==> src/rtl/ycr_imem_sram_resp.sv <==
// Instruction-memory responder: turns imem read bursts into single-port SRAM reads
// with one response per beat, error replies for writes and out-of-window addresses.
module ycr_imem_sram_resp #(
  parameter int                 AWIDTH       = 32,
  parameter int                 DWIDTH       = 32,
  parameter int                 BSIZE        = 3,
  parameter int                 MEM_AW       = 10,
  parameter logic [AWIDTH-1:0]  BASE_MASK    = 'hFFFF_F000,
  parameter logic [AWIDTH-1:0]  BASE_PATTERN = 'h0001_0000
) (
  input  logic              clk,
  input  logic              rst,
  input  logic              imem_req,
  input  logic              imem_cmd,
  input  logic [AWIDTH-1:0] imem_addr,
  input  logic [BSIZE-1:0]  imem_bl,
  output logic              imem_req_ack,
  output logic [DWIDTH-1:0] imem_rdata,
  output logic [1:0]        imem_resp,
  input  logic              mem_gnt,
  output logic              mem_cs,
  output logic [MEM_AW-1:0] mem_addr,
  input  logic [DWIDTH-1:0] mem_rdata
);

  typedef enum logic [1:0] {
    ST_IDLE = 2'd0,
    ST_RD   = 2'd1,
    ST_ERR  = 2'd2
  } state_t;

  localparam logic [1:0] RESP_NOTRDY = 2'b00;
  localparam logic [1:0] RESP_OK     = 2'b01;
  localparam logic [1:0] RESP_ER     = 2'b10;

  state_t            state_q, state_d;
  logic [AWIDTH-1:0] cur_addr_q, cur_addr_d;
  logic [BSIZE-1:0]  beats_left_q, beats_left_d;
  logic              rd_pend_q, rd_pend_d;
  logic              err_pend_q, err_pend_d;

  logic              req_hit;
  logic              cur_hit;
  logic              can_accept;
  logic              accept;
  logic              accept_rd;
  logic              burst_open;
  logic              burst_issue;

  function automatic logic addr_hit(input logic [AWIDTH-1:0] a);
    return (a & BASE_MASK) == BASE_PATTERN;
  endfunction

  always_comb begin
    req_hit     = addr_hit(imem_addr);
    cur_hit     = addr_hit(cur_addr_q);
    can_accept  = ((state_q == ST_IDLE) && !rd_pend_q) ||
                  ((state_q == ST_RD) && rd_pend_q && (beats_left_q == '0));
    imem_req_ack = can_accept && mem_gnt && !rst;
    accept      = imem_req && imem_req_ack;
    accept_rd   = accept && !imem_cmd && req_hit;
    burst_open  = (state_q == ST_RD) && !err_pend_q && (beats_left_q != '0);
    burst_issue = burst_open && cur_hit && mem_gnt && !rst;
  end

  // SRAM strobe: a fresh accept uses the request address directly, so the
  // first beat costs no extra cycle.
  always_comb begin
    mem_cs   = accept_rd || burst_issue;
    mem_addr = '0;
    if (accept_rd) begin
      mem_addr = imem_addr[MEM_AW+1:2];
    end else if (burst_issue) begin
      mem_addr = cur_addr_q[MEM_AW+1:2];
    end
  end

  always_comb begin
    imem_resp  = RESP_NOTRDY;
    imem_rdata = '0;
    if (!rst) begin
      if (rd_pend_q) begin
        imem_resp  = RESP_OK;
        imem_rdata = mem_rdata;
      end else if ((state_q == ST_ERR) || err_pend_q) begin
        imem_resp = RESP_ER;
      end
    end
  end

  always_comb begin
    state_d      = state_q;
    cur_addr_d   = cur_addr_q;
    beats_left_d = beats_left_q;
    rd_pend_d    = rd_pend_q;
    err_pend_d   = err_pend_q;

    case (state_q)
      ST_IDLE: begin
        rd_pend_d = 1'b0;
      end
      ST_RD: begin
        if (err_pend_q) begin
          state_d      = ST_IDLE;
          cur_addr_d   = '0;
          beats_left_d = '0;
          rd_pend_d    = 1'b0;
          err_pend_d   = 1'b0;
        end else if (beats_left_q != '0) begin
          if (!cur_hit) begin
            // Burst walked out of the window: drop the rest, report once.
            err_pend_d   = 1'b1;
            beats_left_d = '0;
            rd_pend_d    = 1'b0;
          end else if (mem_gnt) begin
            beats_left_d = beats_left_q - 1'b1;
            cur_addr_d   = cur_addr_q + AWIDTH'(4);
            rd_pend_d    = 1'b1;
          end else begin
            rd_pend_d = 1'b0;
          end
        end else begin
          state_d    = ST_IDLE;
          cur_addr_d = '0;
          rd_pend_d  = 1'b0;
        end
      end
      ST_ERR: begin
        state_d      = ST_IDLE;
        cur_addr_d   = '0;
        beats_left_d = '0;
        rd_pend_d    = 1'b0;
        err_pend_d   = 1'b0;
      end
      default: begin
        state_d      = ST_IDLE;
        cur_addr_d   = '0;
        beats_left_d = '0;
        rd_pend_d    = 1'b0;
        err_pend_d   = 1'b0;
      end
    endcase

    // An accept overrides the end-of-burst return to idle (pipelined start).
    if (accept) begin
      err_pend_d = 1'b0;
      if (accept_rd) begin
        state_d      = ST_RD;
        rd_pend_d    = 1'b1;
        beats_left_d = (imem_bl == '0) ? '0 : imem_bl - 1'b1;
        cur_addr_d   = imem_addr + AWIDTH'(4);
      end else begin
        state_d      = ST_ERR;
        rd_pend_d    = 1'b0;
        beats_left_d = '0;
        cur_addr_d   = '0;
      end
    end
  end

  always_ff @(posedge clk) begin
    if (rst) begin
      state_q      <= ST_IDLE;
      cur_addr_q   <= '0;
      beats_left_q <= '0;
      rd_pend_q    <= 1'b0;
      err_pend_q   <= 1'b0;
    end else begin
      state_q      <= state_d;
      cur_addr_q   <= cur_addr_d;
      beats_left_q <= beats_left_d;
      rd_pend_q    <= rd_pend_d;
      err_pend_q   <= err_pend_d;
    end
  end

endmodule

==> config.mk <==
export PLATFORM = sky130hd
export DESIGN_NAME = ycr_imem_sram_resp
export DESIGN_NICKNAME = d
export VERILOG_FILES = /design/src/rtl/ycr_imem_sram_resp.sv
export SDC_FILE = /design/constraint.sdc
export NUM_CORES = 1
export LEC_CHECK = 0
export CORE_AREA = 2 2 86 80
export CTS_BUF_LIST = sky130_fd_sc_hd__clkbuf_4 sky130_fd_sc_hd__clkbuf_8
export DETAILED_ROUTE_END_ITERATION = 8
export DIE_AREA = 0 0 88 82
export MAX_ROUTING_LAYER = met4
export PLACE_DENSITY = 0.9
export SYNTH_ARGS = -nofsm -noshare
export SYNTH_HDL_FRONTEND = slang
export SYNTH_SLANG_ARGS = --single-unit
==> constraint.sdc <==
create_clock -name clk -period 4.4 [get_ports clk]
set_clock_uncertainty 0.2 [all_clocks]
set_input_delay 1.1 -clock clk [delete_from_list [all_inputs] [get_ports clk]]
set_output_delay 1.1 -clock clk [all_outputs]
set_load 0.005 [all_outputs]
==> flow_summary.json, run 1 <==
{
  "leakage_uw": 0.00158,
  "synth_ff_type": "dfxtp_1",
  "ir_worst_vdd_uv": 170,
  "regArea_um2": 741,
  "cp_num_buf_inv": 3,
  "cp_data_arrival_time_ns": 3.01,
  "max_freq_mhz": 232,
  "final_hold_viol_count": 0,
  "grt_pass1_wl_mm": 12.2,
  "wl_per_cell_um": 15.4,
  "rsz0062_at_grt": "false",
  "num-fill-cells": 522,
  "cts_tree": "yes",
  "maxCapViolCount": 0,
  "p_per_area_nw_per_um2": 197,
  "worstMarginPinSlew_ns": 0.751,
  "dpl.hpwl_mm": 6.19,
  "htreeDepth": 2,
  "vias": 2900,
  "row_count": 28,
  "io_buffers": 115,
  "synth_async_sr_flop_share": 0,
  "drtIter0Drc": 231,
  "grt_start_max_net_pins": 34,
  "dieWidth_um": 88,
  "synth_edf_count": 0,
  "path_clk_slew_ns": 0.07,
  "criticalPathCategory": "primary input to output pin",
  "syn_to_final_growth_pct": 63.2,
  "clockBufferDepth": 2,
  "syn_area_um2": 2480,
  "synth_top_area_cell": "dfxtp_1",
  "setup_slack_ns": 0.0897,
  "fin_nets": 520,
  "path_cells": "clkdlybuf4s50_1 -> nor4_2 -> nand4_1 -> or3_4 -> o31a_4 -> buf_4 -> nor2_2 -> clkdlybuf4s15_1",
  "cp.required_ns": 3.10,
  "cpLargestDelayFamily": "simple AND/OR/NAND/NOR gates",
  "synth.top_cell.area_share": 0.299,
  "cp-end-kind": "output pin",
  "cts_made_buffers": 5,
  "place_ws_ns": -0.389,
  "maxSlewViolCount": 0,
  "insertedDiodeCount": 0,
  "postLayoutCoreUtil": 0.638,
  "die_area_um2": 7220,
  "grt_pass1_vias": 2640,
  "mostFrequentLayoutCells": "99 x clkdlybuf4s50_1, 54 x and2_1, 37 x dfxtp_1",
  "cp_max_fo": 5,
  "netlist_instances": 310,
  "holdCritPathClass": "register to register",
  "setup_viol": 0,
  "overflow": 0,
  "ios": 118,
  "status": "finished, final reports clean",
  "postCtsHoldBufs": 0,
  "initial_utilization": 0.391,
  "relSlewSlack": 0.499,
  "synth_nets": 388,
  "antenna_found_initial": 0,
  "crit_path_top_delay_cell": "or3_4",
  "avgSynthCellArea_um2": 7.99,
  "clockRootBuffer": "clkbuf_8",
  "period_share": 0.980,
  "synth_warnings": 0,
  "layout_commonest_cell": "clkdlybuf4s50_1",
  "drt_wl_total_mm": 8.22,
  "ys_ff_latch": 37,
  "drc_errors": 0,
  "clock_latency_ns": 0.30,
  "antenna_left": 0,
  "via_per_inst": 5.44,
  "synthTopCellsByArea": "dfxtp_1 30%, and2_1 14%, a21oi_1 4.2%, mux2i_1 4.0%, nor4_1 3.5%",
  "drive_gt1_frac": 0.113,
  "core_area_um2": 6340,
  "die_y_um": 82,
  "track_usage": 0.223,
  "crit_path_max_incr_delay_ns": 0.44,
  "synth_cell_types": 52,
  "critPathLaunchType": "primary input",
  "multi_input_area_um2": 1700,
  "gp_congestion": 0.909,
  "min_period_ns": 4.31,
  "yosysSeqAreaShare": 0.299,
  "clock-sinks": 37,
  "drtPass1Iterations": 5
}
[metrics by stage]
step                      instance area [um^2]  std cells  power [uW]  setup TNS (ns)  hold slack [ns]
after floorplan                           2480        310         404               0            0.246
after CTS                                 4040        533         799               0            0.288
after global routing                      4040        533         831               0            0.315
after detailed placement                  3820        518         491           -3.99            0.266
after global placement                    3820        518         487           -3.66            0.264
final                                     4040        533         797               0            0.283
[layout make-up]
type                       instances  area share
timing repair buffer             137       0.327
clock buffer                       6      0.0204
clock inverter                     2     0.00928
tap                               90      0.0278
multi-input combinational        247       0.420
inverter                          14      0.0130
sequential                        37       0.183
[synthesized netlist by cell type, types with 2 or more instances]
| cell | count |
|---|---|
| and2_1 | 54 |
| dfxtp_1 | 37 |
| a21oi_1 | 21 |
| nor2_1 | 20 |
| inv_1 | 14 |
| nor4_1 | 14 |
| nand2_1 | 13 |
| nand3_1 | 12 |
| a211oi_1 | 10 |
| mux2i_1 | 10 |
| nor3_1 | 10 |
| o21ai_0 | 8 |
| xor2_1 | 8 |
| ha_1 | 6 |
| buf_2 | 5 |
| clkbuf_1 | 5 |
| nand4_1 | 5 |
| xnor2_1 | 5 |
| a22oi_1 | 4 |
| and3_1 | 4 |
| nor4b_1 | 3 |
| o311ai_0 | 3 |
| o31ai_1 | 3 |
| or3_1 | 3 |
| a41o_1 | 2 |
| buf_4 | 2 |
| nor2b_1 | 2 |
| o311a_1 | 2 |
| or2_2 | 2 |
[layer usage]
layer / track usage / part of all wire / up-vias
li1: - / - / 1393
met1: 0.264 / 0.39 / 1310
met2: 0.383 / 0.49 / 182
met3: 0.0372 / 0.096 / 15
met4: 0.0785 / 0.018 / 0
met5: - / 0 / -
[cell families after synthesis]
logic type | count (synthesis) | synth area share
simple gates | 150 | 0.350
compound gates | 67 | 0.188
flops | 37 | 0.299
buf+inv | 27 | 0.0465
xor+xnor | 13 | 0.0460
mux | 10 | 0.0404
fa+ha+maj | 6 | 0.0303
[path summary, 6_finish.rpt]
| check | from | to | slack [ns] | depth (start not counted) |
|---|---|---|---|---|
| max reg2reg | beats_left_q[0] | cur_addr_q[16] | 1.81 | 9 |
| max | imem_addr[31] | mem_addr[0] | 0.09 | 8 |
| min | cur_addr_q[26] | cur_addr_q[26] | 0.28 | 1 |
| min reg2reg | cur_addr_q[26] | cur_addr_q[26] | 0.28 | 1 |
[sequential cells by signal, summed over array words and instances, names as in the netlist]
register,count
rd_pend_q,1
state_q,2
err_pend_q,1
cur_addr_q,30
beats_left_q,3
[power breakdown]
group	internal, uW	switching, uW
clock network	184	125
registers	341	8.74
logic	82.9	54.8
[timing repair]
| item | in CTS | in global routing |
|---|---|---|
| pin swaps | 6 | 6 |
| buffers inserted | 6 | 1 |
| gates resized for setup | 23 | 14 |
| setup endpoints to repair | 11 | 8 |
| cloned | 1 | 0 |
Note: power is estimated with default switching activity, not from simulation.
==> run 2: changes to the inputs <==
CORE_AREA = 2 2 99 92   (was 2 2 86 80)
DIE_AREA = 0 0 101 94   (was 0 0 88 82)
PLACE_DENSITY = 0.73   (was 0.9)
==> run 2 against run 1 <==
Against the previous run:
- clock power decreased by 25%
- die area is 32% higher
- critical endpoint is now mem_addr[2]
- highest routed layer unchanged
- fmax fell by 0.15%
- sequential power about the same
- first-iteration DRC count shrank 35%
- sequential share of layout area is 0.10 points lower
- register-to-register slack got worse by 0.10 ns
- setup slack got worse by 0.0066 ns
==> flow_summary.json, run 2 (synthesis results as in run 1) <==
{
  "status": "finished, final reports clean",
  "largest_reg_flops": 30,
  "drc_errors": 0,
  "crit_path_top_delay_cell": "or3_4",
  "relSlewSlack": 0.524,
  "final_hold_viol_count": 0,
  "htreeDepth": 2,
  "drive_gt1_frac": 0.119,
  "hold_depth": 1,
  "maxSlewViolCount": 0,
  "cp.required_ns": 3.10,
  "setup_viol": 0,
  "fin_nets": 523,
  "clock_latency_ns": 0.29,
  "r2r_cells": 6,
  "overflow": 0,
  "vias": 2820,
  "cp_max_fo": 3,
  "drtPass1Iterations": 4,
  "leakage_uw": 0.00164,
  "antenna_found_initial": 0,
  "clockBufferDepth": 2,
  "dp_cells": 531,
  "syn_to_final_growth_pct": 64.1,
  "track_usage": 0.170,
  "min_period_ns": 4.32,
  "core_area_um2": 8410,
  "io_buffers": 115,
  "dieWidth_um": 101,
  "critPathLaunchType": "primary input",
  "clockRootBuffer": "clkbuf_8",
  "antenna_left": 0,
  "gp_congestion": 0.858,
  "fin_cells": 548,
  "via_per_inst": 5.15,
  "postLayoutCoreUtil": 0.484,
  "grt_start_max_net_pins": 34,
  "row_count": 32,
  "layout_commonest_cell": "clkdlybuf4s50_1",
  "ios": 118,
  "period_share": 0.981,
  "final_cell_area_um2": 4070,
  "p_per_area_nw_per_um2": 177,
  "cts_made_buffers": 5,
  "grt_pass1_wl_mm": 12.5,
  "postCtsHoldBufs": 0,
  "criticalPathCategory": "primary input to output pin",
  "top_regs": "cur_addr_q (30), beats_left_q (3), state_q (2)",
  "dpl.hpwl_mm": 5.99,
  "cp-end-kind": "output pin",
  "wl_per_cell_um": 15.0,
  "mostFrequentLayoutCells": "94 x clkdlybuf4s50_1, 54 x and2_1, 37 x dfxtp_1",
  "die_y_um": 94,
  "crit_path_max_incr_delay_ns": 0.43,
  "path_clk_slew_ns": 0.07,
  "maxCapViolCount": 0,
  "cp_data_arrival_time_ns": 3.02,
  "drt_wl_total_mm": 8.20,
  "max_freq_mhz": 232,
  "holdCritPathClass": "register to register",
  "path_cells": "clkdlybuf4s50_1 -> nor4b_2 -> nand4_1 -> or3_4 -> o31a_4 -> buf_4 -> nor2_1 -> dlygate4sd2_1",
  "postPlaceCellArea_um2": 3830,
  "num-fill-cells": 814,
  "timing.hold.ws_ns": 0.284,
  "rsz0062_at_grt": "false",
  "tns_ns": 0,
  "ir_worst_vdd_uv": 79.2,
  "regMostFlops": "cur_addr_q",
  "cts_tree": "yes",
  "clock-sinks": 37,
  "worstMarginPinSlew_ns": 0.714,
  "drtIter0Drc": 151,
  "grt_pass1_vias": 2631,
  "die_area_um2": 9490,
  "initial_utilization": 0.295,
  "insertedDiodeCount": 0
}
-- run 2: critical path, delay by kind of cell --
family / cells / cell delay, ns
AOI/OAI and AO/OA: 1 / 0.16
buffers and inverters: 3 / 0.80
and+or+nand+nor: 4 / 0.95
-- run 2: layout make-up --
class | count | area, um^2 | area share
tap | 102 | 128 | 0.0314
clock inverter | 3 | 17.5 | 0.00431
sequential | 37 | 741 | 0.182
timing repair buffer | 140 | 1340 | 0.330
multi-input combinational | 247 | 1720 | 0.423
clock buffer | 5 | 68.8 | 0.0169
inverter | 14 | 52.6 | 0.0129
-- run 2: final timing paths --
check | startpoint | end | slack (ns)
worst max register to register | state_q[0] | cur_addr_q[29] | 1.71
worst min-delay path | cur_addr_q[27] | cur_addr_q[27] | 0.28
worst max-delay path | imem_addr[17] | mem_addr[2] | 0.08
worst min register to register | cur_addr_q[27] | cur_addr_q[27] | 0.28
-- run 2: metrics by stage --
| step | power, uW | setup WS [ns] |
|---|---|---|
| floorplan | 404 | 0.510 |
| global placement | 489 | -0.517 |
| detailed placement | 491 | -0.443 |
| CTS | 726 | 0.0122 |
| global route | 753 | 0.00793 |
| finish | 720 | 0.0831 |
-- run 2: power breakdown --
group	total [uW]	switching (uW)	leakage, uW	internal [uW]
registers	349	8.11	0.000299	341
clock network	231	122	0.0000439	109
logic	140	56.8	0.00130	83.0
total	720	187	0.00164	533
-- run 2: per-layer routing --
metal / wire length, um / vias up / track usage
li1: - / 1407 / -
met1: 3630 / 1283 / 0.231
met2: 3920 / 126 / 0.267
met3: 606 / 4 / 0.0260
met4: 34 / 0 / 0.0417
met5: 0 / - / -
-- run 2: what timing repair did --
action / CTS / global route
pin swaps: 3 / 5
setup buffers: 6 / 3
setup endpoints to repair: 11 / 10
gates resized for setup: 25 / 17
gates cloned: 1 / 0
